File: config.mk
export PLATFORM = sky130hd
export DESIGN_NAME = tone_period_meter_flat
export DESIGN_NICKNAME = d
export VERILOG_FILES = /design/src/rtl/music_pkg.sv /design/src/rtl/tone_period_meter_if.sv /design/src/rtl/tone_sync.sv /design/src/rtl/tone_period_meter.sv /design/src/flat_wrapper.sv
export SDC_FILE = /design/constraint.sdc
export NUM_CORES = 1
export LEC_CHECK = 0
export ABC_AREA = 1
export BUFFER_PORTS_ARGS = -buffer_cell sky130_fd_sc_hd__buf_2
export CORE_UTILIZATION = 30
export DETAILED_ROUTE_END_ITERATION = 12
export GPL_TIMING_DRIVEN = 0
export PLACE_DENSITY = 0.56
export SLEW_MARGIN = 40
export SYNTH_ARGS = -nofsm -noshare
export SYNTH_HDL_FRONTEND = slang
export SYNTH_SLANG_ARGS = --single-unit
File: constraint.sdc
create_clock -name clk -period 2.55 [get_ports clk]
set_clock_uncertainty 0.05 [all_clocks]
set_input_delay 0.1275 -clock clk [delete_from_list [all_inputs] [get_ports clk]]
set_output_delay 0.1275 -clock clk [all_outputs]
set_load 0.03 [all_outputs]
File: src/rtl/music_pkg.sv
// Shared types and constants for the tone measurement blocks.
// Counter width, meter FSM states and the default tone half-period.
package music_pkg;

  localparam int CNT_W      = 16;
  localparam int DEF_TARGET = 28409;

  typedef logic [CNT_W-1:0] cnt_t;

  typedef enum logic [1:0] {
    IDLE,
    HUNT,
    LOCK
  } state_t;

  function automatic logic in_band(
    input cnt_t p,
    input cnt_t lo,
    input cnt_t hi
  );
    return (p >= lo) && (p <= hi);
  endfunction

endpackage

File: src/rtl/tone_period_meter_if.sv
// Tone input and measurement results of the period meter.
// master is the meter itself, slave is whoever drives the tone and reads results.
interface tone_period_meter_if;
  import music_pkg::*;

  logic tone_in;
  cnt_t period;
  logic period_valid;
  logic locked;
  logic timeout;

  modport master (
    input  tone_in,
    output period,
    output period_valid,
    output locked,
    output timeout
  );

  modport slave (
    output tone_in,
    input  period,
    input  period_valid,
    input  locked,
    input  timeout
  );

endinterface

File: src/rtl/tone_sync.sv
// Two-flop synchronizer for the tone plus a delay flop for edge detect.
// tgl is high for one cycle after either polarity of transition.
module tone_sync (
  input  logic clk,
  input  logic rst_n,
  input  logic din,
  output logic tgl
);

  logic s1;
  logic s2;
  logic s3;

  always_ff @(posedge clk or negedge rst_n) begin
    if (!rst_n) begin
      s1 <= 1'b0;
      s2 <= 1'b0;
      s3 <= 1'b0;
    end else begin
      s1 <= din;
      s2 <= s1;
      s3 <= s2;
    end
  end

  assign tgl = s2 ^ s3;

endmodule

File: src/rtl/tone_period_meter.sv
// Measures the half-period of an asynchronous square-wave tone and
// locks once LOCK_N consecutive half-periods sit within TARGET +/- TOL.
module tone_period_meter
  import music_pkg::*;
#(
  parameter int TARGET  = DEF_TARGET,
  parameter int TOL     = 64,
  parameter int LOCK_N  = 4,
  parameter int TIMEOUT = 65535
) (
  input logic               clk,
  input logic               rst_n,
  tone_period_meter_if.master m
);

  localparam cnt_t       LO     = cnt_t'(TARGET - TOL);
  localparam cnt_t       HI     = cnt_t'(TARGET + TOL);
  localparam cnt_t       TO_END = cnt_t'(TIMEOUT - 1);
  localparam logic [3:0] LOCK_M = 4'(LOCK_N);

  logic       tgl;
  state_t     state_q;
  state_t     state_d;
  cnt_t       cnt_q;
  cnt_t       cnt_d;
  cnt_t       per_q;
  cnt_t       per_d;
  cnt_t       meas;
  logic [3:0] mcnt_q;
  logic [3:0] mcnt_d;
  logic [3:0] mcnt_inc;
  logic       pv_q;
  logic       pv_d;
  logic       to_q;
  logic       to_d;
  logic       lk_q;
  logic       lk_d;

  tone_sync u_sync (
    .clk   (clk),
    .rst_n (rst_n),
    .din   (m.tone_in),
    .tgl   (tgl)
  );

  always_ff @(posedge clk or negedge rst_n) begin
    if (!rst_n) begin
      state_q <= IDLE;
      cnt_q   <= '0;
      mcnt_q  <= '0;
      per_q   <= '0;
      pv_q    <= 1'b0;
      to_q    <= 1'b0;
      lk_q    <= 1'b0;
    end else begin
      state_q <= state_d;
      cnt_q   <= cnt_d;
      mcnt_q  <= mcnt_d;
      per_q   <= per_d;
      pv_q    <= pv_d;
      to_q    <= to_d;
      lk_q    <= lk_d;
    end
  end

  // The edge seen this cycle closes a half-period of cnt+1 cycles.
  assign meas     = cnt_q + cnt_t'(1);
  assign mcnt_inc = (mcnt_q == LOCK_M) ? LOCK_M
                                       : mcnt_q + 4'd1;

  always_comb begin
    state_d = state_q;
    cnt_d   = cnt_q;
    mcnt_d  = mcnt_q;
    per_d   = per_q;
    pv_d    = 1'b0;
    to_d    = 1'b0;
    unique case (state_q)
      IDLE: begin
        cnt_d  = '0;
        mcnt_d = '0;
        if (tgl) state_d = HUNT;
      end
      HUNT, LOCK: begin
        if (tgl) begin
          cnt_d = '0;
          per_d = meas;
          pv_d  = 1'b1;
          if (in_band(meas, LO, HI)) begin
            mcnt_d  = mcnt_inc;
            state_d = (mcnt_inc == LOCK_M) ? LOCK
                                           : HUNT;
          end else begin
            mcnt_d  = '0;
            state_d = HUNT;
          end
        end else if (cnt_q == TO_END) begin
          state_d = IDLE;
          cnt_d   = '0;
          mcnt_d  = '0;
          to_d    = 1'b1;
        end else begin
          cnt_d = cnt_q + cnt_t'(1);
        end
      end
      default: begin
        state_d = IDLE;
        cnt_d   = '0;
        mcnt_d  = '0;
      end
    endcase
    lk_d = (state_d == LOCK);
  end

  assign m.period       = per_q;
  assign m.period_valid = pv_q;
  assign m.locked       = lk_q;
  assign m.timeout      = to_q;

endmodule

File: src/flat_wrapper.sv
// flat-port wrapper written by rule: the top's interface ports become plain ports
module tone_period_meter_flat import music_pkg::*;
#(
  parameter int TARGET  = DEF_TARGET,
  parameter int TOL     = 64,
  parameter int LOCK_N  = 4,
  parameter int TIMEOUT = 65535
)
  (clk, rst_n, m_tone_in, m_period, m_period_valid, m_locked, m_timeout);
  tone_period_meter_if m_i ();
  input logic clk;
  input logic rst_n;
  input wire logic [$bits(m_i.tone_in)-1:0] m_tone_in;
  output wire logic [$bits(m_i.period)-1:0] m_period;
  output wire logic [$bits(m_i.period_valid)-1:0] m_period_valid;
  output wire logic [$bits(m_i.locked)-1:0] m_locked;
  output wire logic [$bits(m_i.timeout)-1:0] m_timeout;
  assign m_i.tone_in = m_tone_in;
  assign m_period = m_i.period;
  assign m_period_valid = m_i.period_valid;
  assign m_locked = m_i.locked;
  assign m_timeout = m_i.timeout;
  tone_period_meter #(.TARGET(TARGET), .TOL(TOL), .LOCK_N(LOCK_N), .TIMEOUT(TIMEOUT)) u_core (.clk(clk), .rst_n(rst_n), .m(m_i));
endmodule
# Word-level counts from Yosys, hierarchy flattened
# Index checks and enable logic that the tools add are counted.
[classes]
n_addsub = 2
n_lt_le_gt_ge = 2
eq_ne = 7
muxes = 19
bitwise = 1
n_reduce_logical = 4
[ops]
columns = ["operator", "n"]
rows = [
  ["16-bit two-way mux", 3],
  ["4-bit two-way mux", 5],
  ["16-bit by 1-bit adder with 16-bit output, second input constant", 1],
  ["16-bit == test, second input constant", 1],
  ["16-bit by 15-bit >= comparator with 1-bit output, second input constant", 1],
  ["16-bit by 15-bit less-or-equal comparator with 1-bit output, second input constant", 1],
  ["2-bit two-way mux", 5],
  ["4-bit by 3-bit == test with 1-bit output, second input constant", 2],
  ["1-bit two-way mux", 5],
  ["4-bit by 1-bit adder with 4-bit output, second input constant", 1],
  ["2-bit == test, second input constant", 2],
  ["2-bit case mux with 2 select lines", 1],
  ["3-bit by 1-bit != test with 1-bit output, second input constant", 1],
  ["2-bit by 1-bit == test with 1-bit output, second input constant", 1],
  ["2-bit logical NOT", 1],
  ["2-bit AND reduction", 1],
  ["2-bit OR reduction", 1],
  ["1-bit logical AND", 1],
  ["1-bit bitwise XOR", 1],
]
[word_totals]
reg_bits = 44
output_inout_bits = 19
elab_cells = 45

# Logic depth before layout (Yosys ltp)
# Gate-level depths: netlist of run 1.
[depth]
depth_word = 8
depth_mapped = 17
depth_no_buf = 17

# Hierarchy
# From an unflattened synthesis of run 1, not the netlist that was laid out.
[unflattened]
cells_unflattened = 293
hier_area_um2 = 2272.2
[modules_own_cells]
columns = ["mod", "n_inst", "cells_each", "area_per_inst_um2", "seq_area_each_um2"]
rows = [
  ["tone_period_meter", 1, 285, 2178.3, 1026.0],
  ["tone_sync", 1, 8, 93.8, 75.1],
]

# Worst setup path before layout of run 1
# No wires, ideal clock.
[synth_path]
path_kind = "flip-flop to flip-flop"
from = "register u_core.cnt_q[1]"
to = "register u_core.state_q[0]"
arrival_time_ns = 1.686
path_slack_ns = 0.687
stages_incl_launch_ff = 17
synth_period_minus_slack_ns = 1.863
cell_sequence = "dfrtp_1 > ha_1 > nand2_1 > nor2_2 > nand3_1 > nand2_1 > nand2_1 > nor2_2 > nand2_1 > nor2_2 > nand2_1 > nor2_2 > nand3_2 > nand2_1 > nand2_1 > nand2_1 > a21oi_1"
[synth_between]
elab_chain_cells = 6
word_cells_on_any_way = 9
classes_between = "1 x add/sub; 2 x order compare; 1 x eq/ne; 4 x mux; 1 x reduce/logical"
[synth_rtl]
columns = ["item", "line", "text"]
rows = [
  ["from (decl)", "tone_period_meter.sv:24", "cnt_t cnt_q;"],
  ["from (signal assigned)", "tone_period_meter.sv:57", "cnt_q <= cnt_d;"],
  ["16-bit by 1-bit adder with 16-bit output", "tone_period_meter.sv:67", "assign meas = cnt_q + cnt_t'(1);"],
  ["16-bit by 15-bit >= comparator with 1-bit output / 16-bit by 15-bit less-or-equal comparator with 1-bit output (equally long branches)", "music_pkg.sv:21", "return (p >= lo) && (p <= hi);"],
  ["1-bit logical AND", "music_pkg.sv:21", ""],
  ["2-bit two-way mux", "tone_period_meter.sv:89", "if (in_band(meas, LO, HI)) begin"],
  ["2-bit two-way mux *", "tone_period_meter.sv:85", "if (tgl) begin"],
  ["2-bit case mux with 2 select lines *", "tone_period_meter.sv:78", "unique case (state_q)"],
  ["net u_core.state_d[0]", "tone_period_meter.sv:23", "state_t state_d;"],
  ["to (signal assigned)", "tone_period_meter.sv:56", "state_q <= state_d;"],
  ["to (decl)", "tone_period_meter.sv:22", "state_t state_q;"],
]
# Mark *: on every way through the listed nets, which the timed path passes. The rest lies on a longest branch.
# A chain may end at the register's enable or synchronous reset.

# Worst setup path after layout of run 1
[layout_path]
from = "register u_core.cnt_q[0]"
to = "register u_core.lk_q (netlist: u_core.m.locked)"
[layout_between]
elab_chain_cells = 7
word_cells_on_any_way = 10
classes_between = "1 x add/sub; 2 x order compare; 2 x eq/ne; 4 x mux; 1 x reduce/logical"
[layout_rtl]
columns = ["item", "line", "text"]
rows = [
  ["16-bit by 1-bit adder with 16-bit output", "tone_period_meter.sv:67", ""],
  ["16-bit by 15-bit >= comparator with 1-bit output / 16-bit by 15-bit less-or-equal comparator with 1-bit output (equally long branches)", "music_pkg.sv:21", ""],
  ["1-bit logical AND", "music_pkg.sv:21", ""],
  ["2-bit two-way mux", "tone_period_meter.sv:89", ""],
  ["2-bit two-way mux *", "tone_period_meter.sv:85", ""],
  ["2-bit case mux with 2 select lines *", "tone_period_meter.sv:78", ""],
  ["2-bit == test *", "tone_period_meter.sv:112", "lk_d = (state_d == LOCK);"],
  ["net u_core.lk_d", "tone_period_meter.sv:37", "logic lk_d;"],
  ["to (signal assigned)", "tone_period_meter.sv:62", "lk_q <= lk_d;"],
  ["to (decl)", "tone_period_meter.sv:36", "logic lk_q;"],
]
# Marks and branches as above.

==> results by group, run 1 <==
Run status
  – Outcome: finished clean

Pwr
  – Int Power: ~1.1 mW
  – Clock power share: roughly a quarter
  – Peak VDD IR: around 0.00022 V
  – Pwr/cell area: approximately 700 nW/um2
  – Sequential Power Share: between 40 and 50%
  – Psw: about 660 uW
  – Sw frac: 37.2%
  – Leakage: between 1 and 1.5 nW
  – Combinational power share: approximately 28%

GRT
  – Total gr overflow: 0
  – Tot GR Track Use: about 14%
  – Vias in the first global route: ~1800
  – First-pass GRT wire length: between 8 and 9 mm
  – Largest net degree at the start of global routing: 45
  – Antenna violations before repair: 0

Detailed routing
  – Antenna Nets Post-Route: 0
  – # DRC: 0
  – Vias/cell: 4.47
  – DRT Pass-1 Iters: 4
  – Wire per inst: 12.0 um
  – WL final: between 4 and 5 mm
  – DR vias: 1807
  – Initial drt markers: between 70 and 80

Placement
  – Post-detail-place hpwl: approximately 3.5 mm
  – Port bufs: 21
  – Routability congestion estimate: about 0.9

Timing
  – Setup violators final: 0
  – Final Cycle Share: about 90%
  – Hold slack final: 302 ps
  – Worst Tran Pin Value: 580 ps
  – RSZ-0062 raised after global routing: no
  – Max Slew Vio Count: 0
  – Final Hold Viols: 0
  – Final TNS setup: 0 ps
  – Fmax: 441 MHz
  – Worst slew margin: approximately three fifths
  – Min Clock Period, post-route: between 2000 and 2500 ps

Clock network
  – Clk_lat worst skew: 300 ps
  – CTS tree: done
  – Total CTS buffers: 5
  – CTS resizes: 0
  – # clock sinks: 44
  – Clock slew at reported path FFs: around 90 ps
  – Clock tree root driver cell: clkbuf_8
  – Postcts setup bufs: 0
  – H-Tree Depth: 2
  – CTS Buffer Depth: 2

Final layout
  – Nets: approximately 320
  – P&R area growth vs syn: 15.3%
  – Fillers: between 700 and 800
  – Ant diodes: 0
  – Layout cell share with drive strength beyond 1: between 10% and 20%

Critical path
  – Most frequent CP cell: nand2_1
  – Crit-path slowest cell: dfrtp_1
  – Max stage delay on crit path: 460 ps
  – Worst path required time: 2740 ps
  – Crit path launch type: register
  – Setup Crit Path Kind: register to register
  – Critical path fanouts, max: 6
  – Worst setup EP type: register
  – Crit-path cells: ha_1 -> nand2_1 -> nor2_2 -> nand2_1 -> xor2_1 -> nand3_1 -> o21ai_2 -> nand3_2 -> nand2_1 -> nand2_1 -> nand2_1 -> nand3_1 -> inv_1
  – CP arrival: roughly 2500 ps

Yosys
  – Post-synthesis sequential area ratio: 49.0%
  – Synthesized instance count: ~270
  – Top cell type's share of synthesized area: between 40% and 50%
  – Yosys reg bits: 44
  – Cell variety after synth: 29
  – Synth Warn #: 0
  – Average size of a mapped cell: about 8.2 um2
  – Post-Syn Nets: approximately 290
  – Netlist Area Pre-Place: around 2200 um2
  – Post-synth top area cell: dfrtp_1
  – Dominant cells by area after synthesis: dfrtp_1, nand2_1, nor2_1

Flow run
  – Max_cap viols: 0

Floorplan
  – IO Count: 22
  – Core Footprint: between 7000 and 8000 um2
  – Die width: between 80 and 90 um
  – Die height: roughly 90 um
  – Initial Utilization: a little under a third
  – Standard-cell row count: 31
  – Total die area: 7840 um2

Min path
  – Min-delay worst type: input pin to asynchronous set/reset pin
layer usage:
metal,GRT usage (%),wire length [um],vias up
li1,-,-,925
met1,18.8,2450,841
met2,22.4,2100,31
met3,3.26,195,10
met4,6.60,106,0
met5,0,0,-
power groups by stage:
stage          logic [mW]  registers, mW  clock network [mW]
2_1_floorplan       0.272          0.873                   0
3_3_place_gp        0.485          0.818                   0
3_5_place_dp        0.498          0.821                   0
4_1_cts             0.508          0.809               0.474
5_1_grt             0.563          0.820               0.502
6_report            0.493          0.809               0.462
layout by cell type (no fill, tap or decap), types with 7 or more instances in the layout:
cell type and count:
nor2_2 7, nand2_1 68, buf_2 20, o21ai_0 18, dfrtp_1 44, ha_1 8, nor2_1 33, nand3_1 17
inv_1 32
sequential cells by signal (all words and copies together), names as in the netlist:
name and count:
u_core.u_sync.s2 1, u_core.m.locked 1, u_core.m.period_valid 1, u_core.u_sync.s3 1
u_core.state_q 2, u_core.m.timeout 1, u_core.u_sync.s1 1, u_core.mcnt_q 4
u_core.cnt_q 16, u_core.m.period 16
what timing repair did:
item                                    CTS  global route
endpoints found under the hold margin    45             0
endpoints found under the setup margin    0             0
hold buffers                              2             0
per-stage QoR:
step	setup WS, ps	total power, mW	cell area [um2]	util [%]	instances
after floorplan	687	1.15	2250	-	274
after global placement	341	1.30	2480	34.1	394
after detailed placement	315	1.32	2480	34.2	394
after CTS	278	1.79	2590	35.7	404
after global routing	26.3	1.89	2590	35.7	404
final	283	1.76	2590	35.7	404
worst max-delay path: cells and delay by family, from the launching register on:
family	cells	cell delay (ps)
XOR/XNOR	1	320
adder cells (fa/ha/maj)	1	220
AO/OA/AOI/OAI	1	200
AND/OR/NAND/NOR	9	910
buffers and inverters	1	60
flip-flops	1	460
layout make-up:
cell class / count / area, um2 / area share, %
clock inverters: 2 / 10.0 / 0.386
plain buffers: 5 / 18.8 / 0.724
well taps: 99 / 124 / 4.78
repair buffers: 23 / 128 / 4.93
flip-flops and latches: 44 / 1100 / 42.5
clock buffers: 6 / 82.6 / 3.19
multi-input cells: 192 / 1000 / 38.7
inverters: 33 / 124 / 4.78
cells in the mapped netlist:
cell / instances
a21boi_2: 1
a21oi_1: 5
a31oi_1: 1
clkbuf_1: 5
dfrtp_1: 44
ha_1: 8
inv_1: 32
inv_2: 1
nand2_1: 68
nand2_2: 4
nand2_4: 1
nand3_1: 17
nand3_2: 2
nand3b_1: 1
nand4_1: 6
nor2_1: 33
nor2_2: 7
nor2_4: 3
nor3_1: 1
nor4_1: 2
o21ai_0: 18
o21ai_1: 1
o21ai_2: 1
o21bai_1: 1
o22ai_1: 4
or2_2: 2
xnor2_1: 2
xor2_1: 2
xor2_2: 1
cell families (layout without fill, tap and decap cells):
family	after synthesis	after routing	share of synthesized area [%]
and+or+nand+nor	147	147	30.0
DFF	44	44	49.0
buffers and inverters	38	69	6.35
AOI/OAI and AO/OA	32	32	7.96
adders and majority gates	8	8	4.45
xor gates and xnor gates	5	5	2.28
worst paths after layout:
check	startpoint	to	slack, ps	depth (start not counted)
worst max-delay path	u_core.cnt_q[0]	u_core.m.locked	280	13
worst min-delay path	rst_n	u_core.m.period[0]	300	2
worst max register to register	u_core.cnt_q[0]	u_core.m.locked	280	13
worst min register to register	u_core.u_sync.s1	u_core.u_sync.s2	300	0
max in group asynchronous	rst_n	u_core.m.period[10]	1760	2
min in group clk	u_core.u_sync.s1	u_core.u_sync.s2	300	0
No activity file was read; power rests on OpenSTA's default activity.
==> run 2: changes to the inputs <==
- ABC_AREA: 1 -> unset
==> results by group, run 2 <==
Yosys
  – Synth cell count leaders: dfrtp_1, nand2_1, nor2_1, o21ai_0, nand3_1
  – Netlist Area Pre-Place: roughly 2400 um2
  – Synthesized instance count: approximately 250
  – Synth Warn #: 0
  – Post-Syn Nets: 263
  – Yosys reg bits: between 40 and 50
  – Post-synth EDFFs: 0
  – Average size of a mapped cell: roughly 9.7 um2
  – Dominant cells by area after synthesis: dfrtp_1, nand2_1, nor2_1
  – Post-synthesis sequential area ratio: between 40% and 50%
  – Post-synth top area cell: dfrtp_1
  – Cell variety after synth: 52
  – Top-count cell post-synth: dfrtp_1
  – Main flop type after synthesis: dfrtp_1
  – Fraction of registers with async set/reset: between 90% and 100%
  – Top cell type's share of synthesized area: 45.2%

Timing
  – Final TNS setup: 0 ps
  – Setup violators final: 0
  – Hold slack final: 303 ps
  – Final Cycle Share: a little over nine tenths
  – Final Hold Viols: 0
  – Fmax: approximately 400 MHz
  – Worst Tran Pin Value: 604 ps
  – Worst slew margin: roughly three fifths
  – Min Clock Period, post-route: 2440 ps
  – Max Slew Vio Count: 0

Placement
  – Placed cell count: ~380
  – Routability congestion estimate: 0.868
  – Post-detail-place hpwl: approximately 3.8 mm
  – Port bufs: 21

Critical path
  – Max stage delay on crit path: approximately 470 ps
  – CP arrival: 2570 ps
  – Crit-path cells: nand4_4 -> nor3_4 -> mux2_2 -> a221o_1 -> o31ai_4 -> nand3_2 -> a2111oi_4
  – Crit path launch type: register
  – Crit-path slowest cell: dfrtp_2
  – Setup Crit Path Kind: register to register
  – Worst setup EP type: register
  – Worst path required time: ~2700 ps
  – R2R cell count: 7
  – Critical path fanouts, max: 6

Detailed routing
  – Wire per inst: between 10 and 15 um
  – Vias/cell: approximately 5
  – Initial drt markers: ~80
  – # DRC: 0
  – Antenna Nets Post-Route: 0
  – WL final: roughly 5.8 mm
  – DR vias: 1990
  – DRT Pass-1 Iters: 4

Final layout
  – Most frequent cells in the layout: dfrtp_1, nand2_1, nor2_1
  – Nets: just over 300
  – Ant diodes: 0
  – P&R area growth vs syn: 21.6%
  – Layout cell share with drive strength beyond 1: around a quarter
  – Final non-filler cell total: just under 400
  – Most common cell after layout, fill and taps aside: dfrtp_1

Clock network
  – Clock slew at reported path FFs: 80 ps
  – Total CTS buffers: 5
  – Clk_lat worst skew: between 200 and 300 ps
  – CTS Buffer Depth: 2
  – Clock tree root driver cell: clkbuf_8
  – CTS tree: done
  – # clock sinks: 44
  – H-Tree Depth: 2

Pwr
  – Pwr Total: 1.87 mW
  – Peak VDD IR: 0.000337 V
  – Pwr/cell area: between 600 and 700 nW/um2
  – Leakage: around 1.3 nW

Run status
  – Outcome: finished clean

Floorplan
  – Die width: a little over 90 um
  – Standard-cell row count: 32
  – IO Count: 22
  – Die height: roughly 92 um
  – Initial Utilization: a little under a third
  – Core Footprint: around 7800 um2
  – Total die area: roughly 8500 um2

GRT
  – Tot GR Track Use: between 10% and 20%
  – Largest net degree at the start of global routing: between 40 and 50
  – First-pass GRT wire length: about 9.4 mm
  – Total gr overflow: 0
  – Antenna violations before repair: 0
  – Vias in the first global route: about 2000

Min path
  – Hold depth: 0
  – Min-delay worst type: register to register

Flow run
  – Max_cap viols: 0
-- run 2: cell count changes after synthesis, sizes merged, moves of 3 or more --
cell,delta
xnor2,+5
nand2,-41
nand3,-3
a31oi,+5
buf,+8
inv,-21
and3,+4
nor2,-14
and2,+3
xor2,+8
-- run 2: timing repair --
| item | 4_1_cts | 5_1_grt |
|---|---|---|
| gates cloned | 0 | 1 |
| pin swaps | 7 | 6 |
| hold endpoints to repair | 45 | 0 |
| hold buffers | 2 | 0 |
| gates resized for setup | 7 | 18 |
| setup endpoints to repair | 2 | 7 |
| buffers inserted | 5 | 7 |
-- run 2: logic make-up after synthesis --
family	count (synthesis)	share of synthesized area, %
AND/OR/NAND/NOR	104	23.4
buffers and inverters	25	5.50
multiplexers	2	1.08
AO/OA/AOI/OAI	51	14.2
adder cells (fa/ha/maj)	8	4.11
XOR/XNOR	18	6.47
flip-flops	44	45.2
-- run 2: worst max-delay path, delay by kind of cell (launching register included) --
family / cells / cell delay, ps
flops: 1 / 470
simple gates: 3 / 470
compound gates: 3 / 980
mux: 1 / 350
-- run 2: where the power goes --
group | total (mW) | internal, mW | switching (mW)
sequential | 0.792 | 0.755 | 0.0368
clock | 0.453 | 0.221 | 0.232
combinational | 0.626 | 0.176 | 0.449
-- run 2: layout make-up --
type,count,area [um2]
timing repair buffer,36,230
clock buffer,8,90.1
multi-input combinational,183,1270
inverter,12,45.0
buffer,12,97.6
sequential,44,1100
fill,788,4850
tap,102,128
-- run 2: path summary, 6_finish.rpt --
path                             startpoint            endpoint  slack [ps]
max                         u_core.cnt_q[7]     u_core.m.locked         110
min                        u_core.u_sync.s1    u_core.u_sync.s2         300
max reg2reg                 u_core.cnt_q[7]     u_core.m.locked         110
min reg2reg                u_core.u_sync.s1    u_core.u_sync.s2         300
max in group asynchronous             rst_n    u_core.cnt_q[10]        1730
min in group asynchronous             rst_n  u_core.m.period[8]         320
-- run 2: routing by layer --
metal  routed length, um  global-route usage [%]  vias to the layer above
met3                 271                    2.99                       12
met5                   0                       0                        -
met4                 116                    4.69                        0
li1                    -                       -                      964
met1                2620                    18.6                      967
met2                2750                    23.1                       47
-- run 2: stage by stage --
stage                     utilization (%)  instance area [um2]  setup slack, ps
after global placement               34.2                 2670            -98.6
after floorplan                         -                 2430              203
final                                37.9                 2960              112
after CTS                            36.5                 2850             1.67
after detailed placement             34.2                 2670             -134
after global routing                 37.9                 2960            -5.14
==> run 3: changes to the inputs <==
- SETUP_SLACK_MARGIN: unset -> 0.5
==> results by group, run 3 (same netlist as run 2, synthesis figures left out) <==
Run status
  – Outcome: finished clean

GRT
  – First-pass GRT wire length: just over 9 mm
  – Grt met3 use: under 10%
  – Largest net degree at the start of global routing: 45
  – Tot GR Track Use: roughly 14%
  – Met2 usage: between 20 and 25%
  – Vias in the first global route: between 1500 and 2000
  – Total gr overflow: 0
  – Met1 Usage GRT: approximately a fifth
  – Antenna violations before repair: 0
  – Top Usage Layer GRT: met2

Detailed routing
  – DRT Pass-1 Iters: 4
  – Vias/cell: 4.92
  – Wire per inst: 14.1 um
  – Antenna Nets Post-Route: 0
  – Initial drt markers: 99
  – # DRC: 0
  – WL final: 5.69 mm
  – DR vias: a little under 2000

Critical path
  – Reg-to-reg critical path startpoint: u_core.cnt_q[0]
  – CP bufs+invs: 3
  – Max stage delay on crit path: 420 ps
  – CP delay by family, top: compound AO/OA/AOI/OAI gates
  – Crit-path slowest cell: dfrtp_1
  – Reg-to-reg endpoint: u_core.state_q[1]
  – Crit-path cells: ha_2 -> buf_6 -> buf_4 -> nor3_1 -> mux2_4 -> a221o_1 -> o31ai_4 -> nand3_2 -> buf_4 -> a211oi_2
  – Most frequent CP cell: buf_4
  – R2R Setup Slk: ~65 ps
  – Setup Crit Path Kind: register to register
  – Crit path launch type: register
  – Critical path fanouts, max: 8
  – CP arrival: 2650 ps
  – Worst path required time: about 2700 ps
  – R2R cell count: 10
  – Worst setup EP type: register

Timing
  – Min Clock Period, post-route: 2480 ps
  – Max Slew Vio Count: 0
  – Fmax: 402 MHz
  – Worst slew margin: between 50% and 60%
  – RSZ-0062 raised after global routing: yes
  – Setup violators final: 0
  – Final Hold Viols: 0
  – Final Cycle Share: a little over nine tenths
  – Hold slack final: around 310 ps
  – Worst Tran Pin Value: 615 ps

Final layout
  – P&R area growth vs syn: 25.7%
  – Final non-filler cell total: about 400
  – Nets: approximately 310
  – Fillers: about 800
  – Final Core Density: roughly two fifths
  – Layout cell share with drive strength beyond 1: around 30%
  – Most common cell after layout, fill and taps aside: dfrtp_1
  – Ant diodes: 0
  – Most frequent cells in the layout: dfrtp_1, nand2_1, nor2_1

Floorplan
  – IO Count: 22
  – Die height: 92.1 um
  – Standard-cell row count: 32
  – Die width: slightly above 90 um
  – Initial Utilization: between 30% and 40%
  – Core Footprint: approximately 7800 um2
  – Total die area: 8480 um2

Placement
  – Placed cell count: roughly 380
  – Routability congestion estimate: roughly 0.85
  – Post-detail-place hpwl: 3.74 mm
  – Port bufs: 21

Pwr
  – Pwr/cell area: 666 nW/um2
  – Leakage: between 1 and 1.5 nW
  – Peak VDD IR: around 0.00032 V

Clock network
  – Clk_lat worst skew: 300 ps
  – CTS tree: done
  – H-Tree Depth: 2
  – # clock sinks: 44
  – Clock slew at reported path FFs: 90 ps
  – Clock tree root driver cell: clkbuf_8
  – Total CTS buffers: 5
  – CTS Buffer Depth: 2

Min path
  – Min-delay worst type: input pin to asynchronous set/reset pin

Flow run
  – Max_cap viols: 0
## run 3: cell count changes in the layout (fill, tap and decap cells not counted), moves of 2 or more
cell and delta:
buf_4 +6, clkbuf_1 -3, ha_1 -3, ha_2 +3, nand3_2 -2
## run 3: per-stage QoR
stage               power, mW  setup TNS (ps)  instance area, um2  worst slack (ps)
floorplan                1.21               0                2440               233
global placement         1.39           -65.1                2670             -65.1
detailed placement       1.39           -38.1                2670             -38.1
CTS                      1.97               0                2940               124
global route             2.16           -72.2                3060             -48.6
finish                   2.04               0                3060              65.1
## run 3: what timing repair did
item	CTS	global route
endpoints found under the hold margin	45	0
setup buffers	10	8
setup endpoints to repair	17	17
resized for setup	22	9
hold buffers	2	0
pin swaps	6	7
## run 3: worst register-to-register path: stages (launching register included)
cell,delay (ps)
dfrtp_1,420
ha_2,200
buf_6,120
buf_4,130
nor3_1,50
mux2_4,260
a221o_1,350
o31ai_4,300
nand3_2,150
buf_4,170
a211oi_2,210
## run 3: where the power goes
group	switching, mW	internal (mW)
clock	0.254	0.290
sequential	0.0420	0.755
combinational	0.470	0.227
total	0.765	1.27
## run 3: worst max-delay path by stage
stage,start,cells past startpoint,endpoint,slack [ps]
5_1_grt,u_core.cnt_q[0],10,u_core.state_q[1],-50
3_3_place_gp,u_core.cnt_q[0],9,u_core.m.locked,-70
2_1_floorplan,u_core.cnt_q[5],8,u_core.m.locked,230
6_report,u_core.cnt_q[0],10,u_core.state_q[1],70
4_1_cts,u_core.cnt_q[5],8,u_core.m.locked,120
3_5_place_dp,u_core.cnt_q[0],9,u_core.m.locked,-40
## run 3: area by class of cell
| cell class | instances | area, um2 | share of cell area, % |
|---|---|---|---|
| inverters | 12 | 45.0 | 1.47 |
| repair buffers | 41 | 279 | 9.12 |
| well taps | 102 | 128 | 4.17 |
| multi-input cells | 183 | 1280 | 41.9 |
| plain buffers | 13 | 110 | 3.60 |
| flip-flops and latches | 44 | 1100 | 36.1 |
| clock buffers | 5 | 68.8 | 2.25 |
| clock inverters | 3 | 42.5 | 1.39 |
## run 3: per-layer routing
layer	part of all wire, %	vias up	routed length [um]
met5	0	-	0
met4	1.0	0	59
met3	2.7	7	151
met2	47	31	2690
met1	49	973	2780
li1	-	971	-
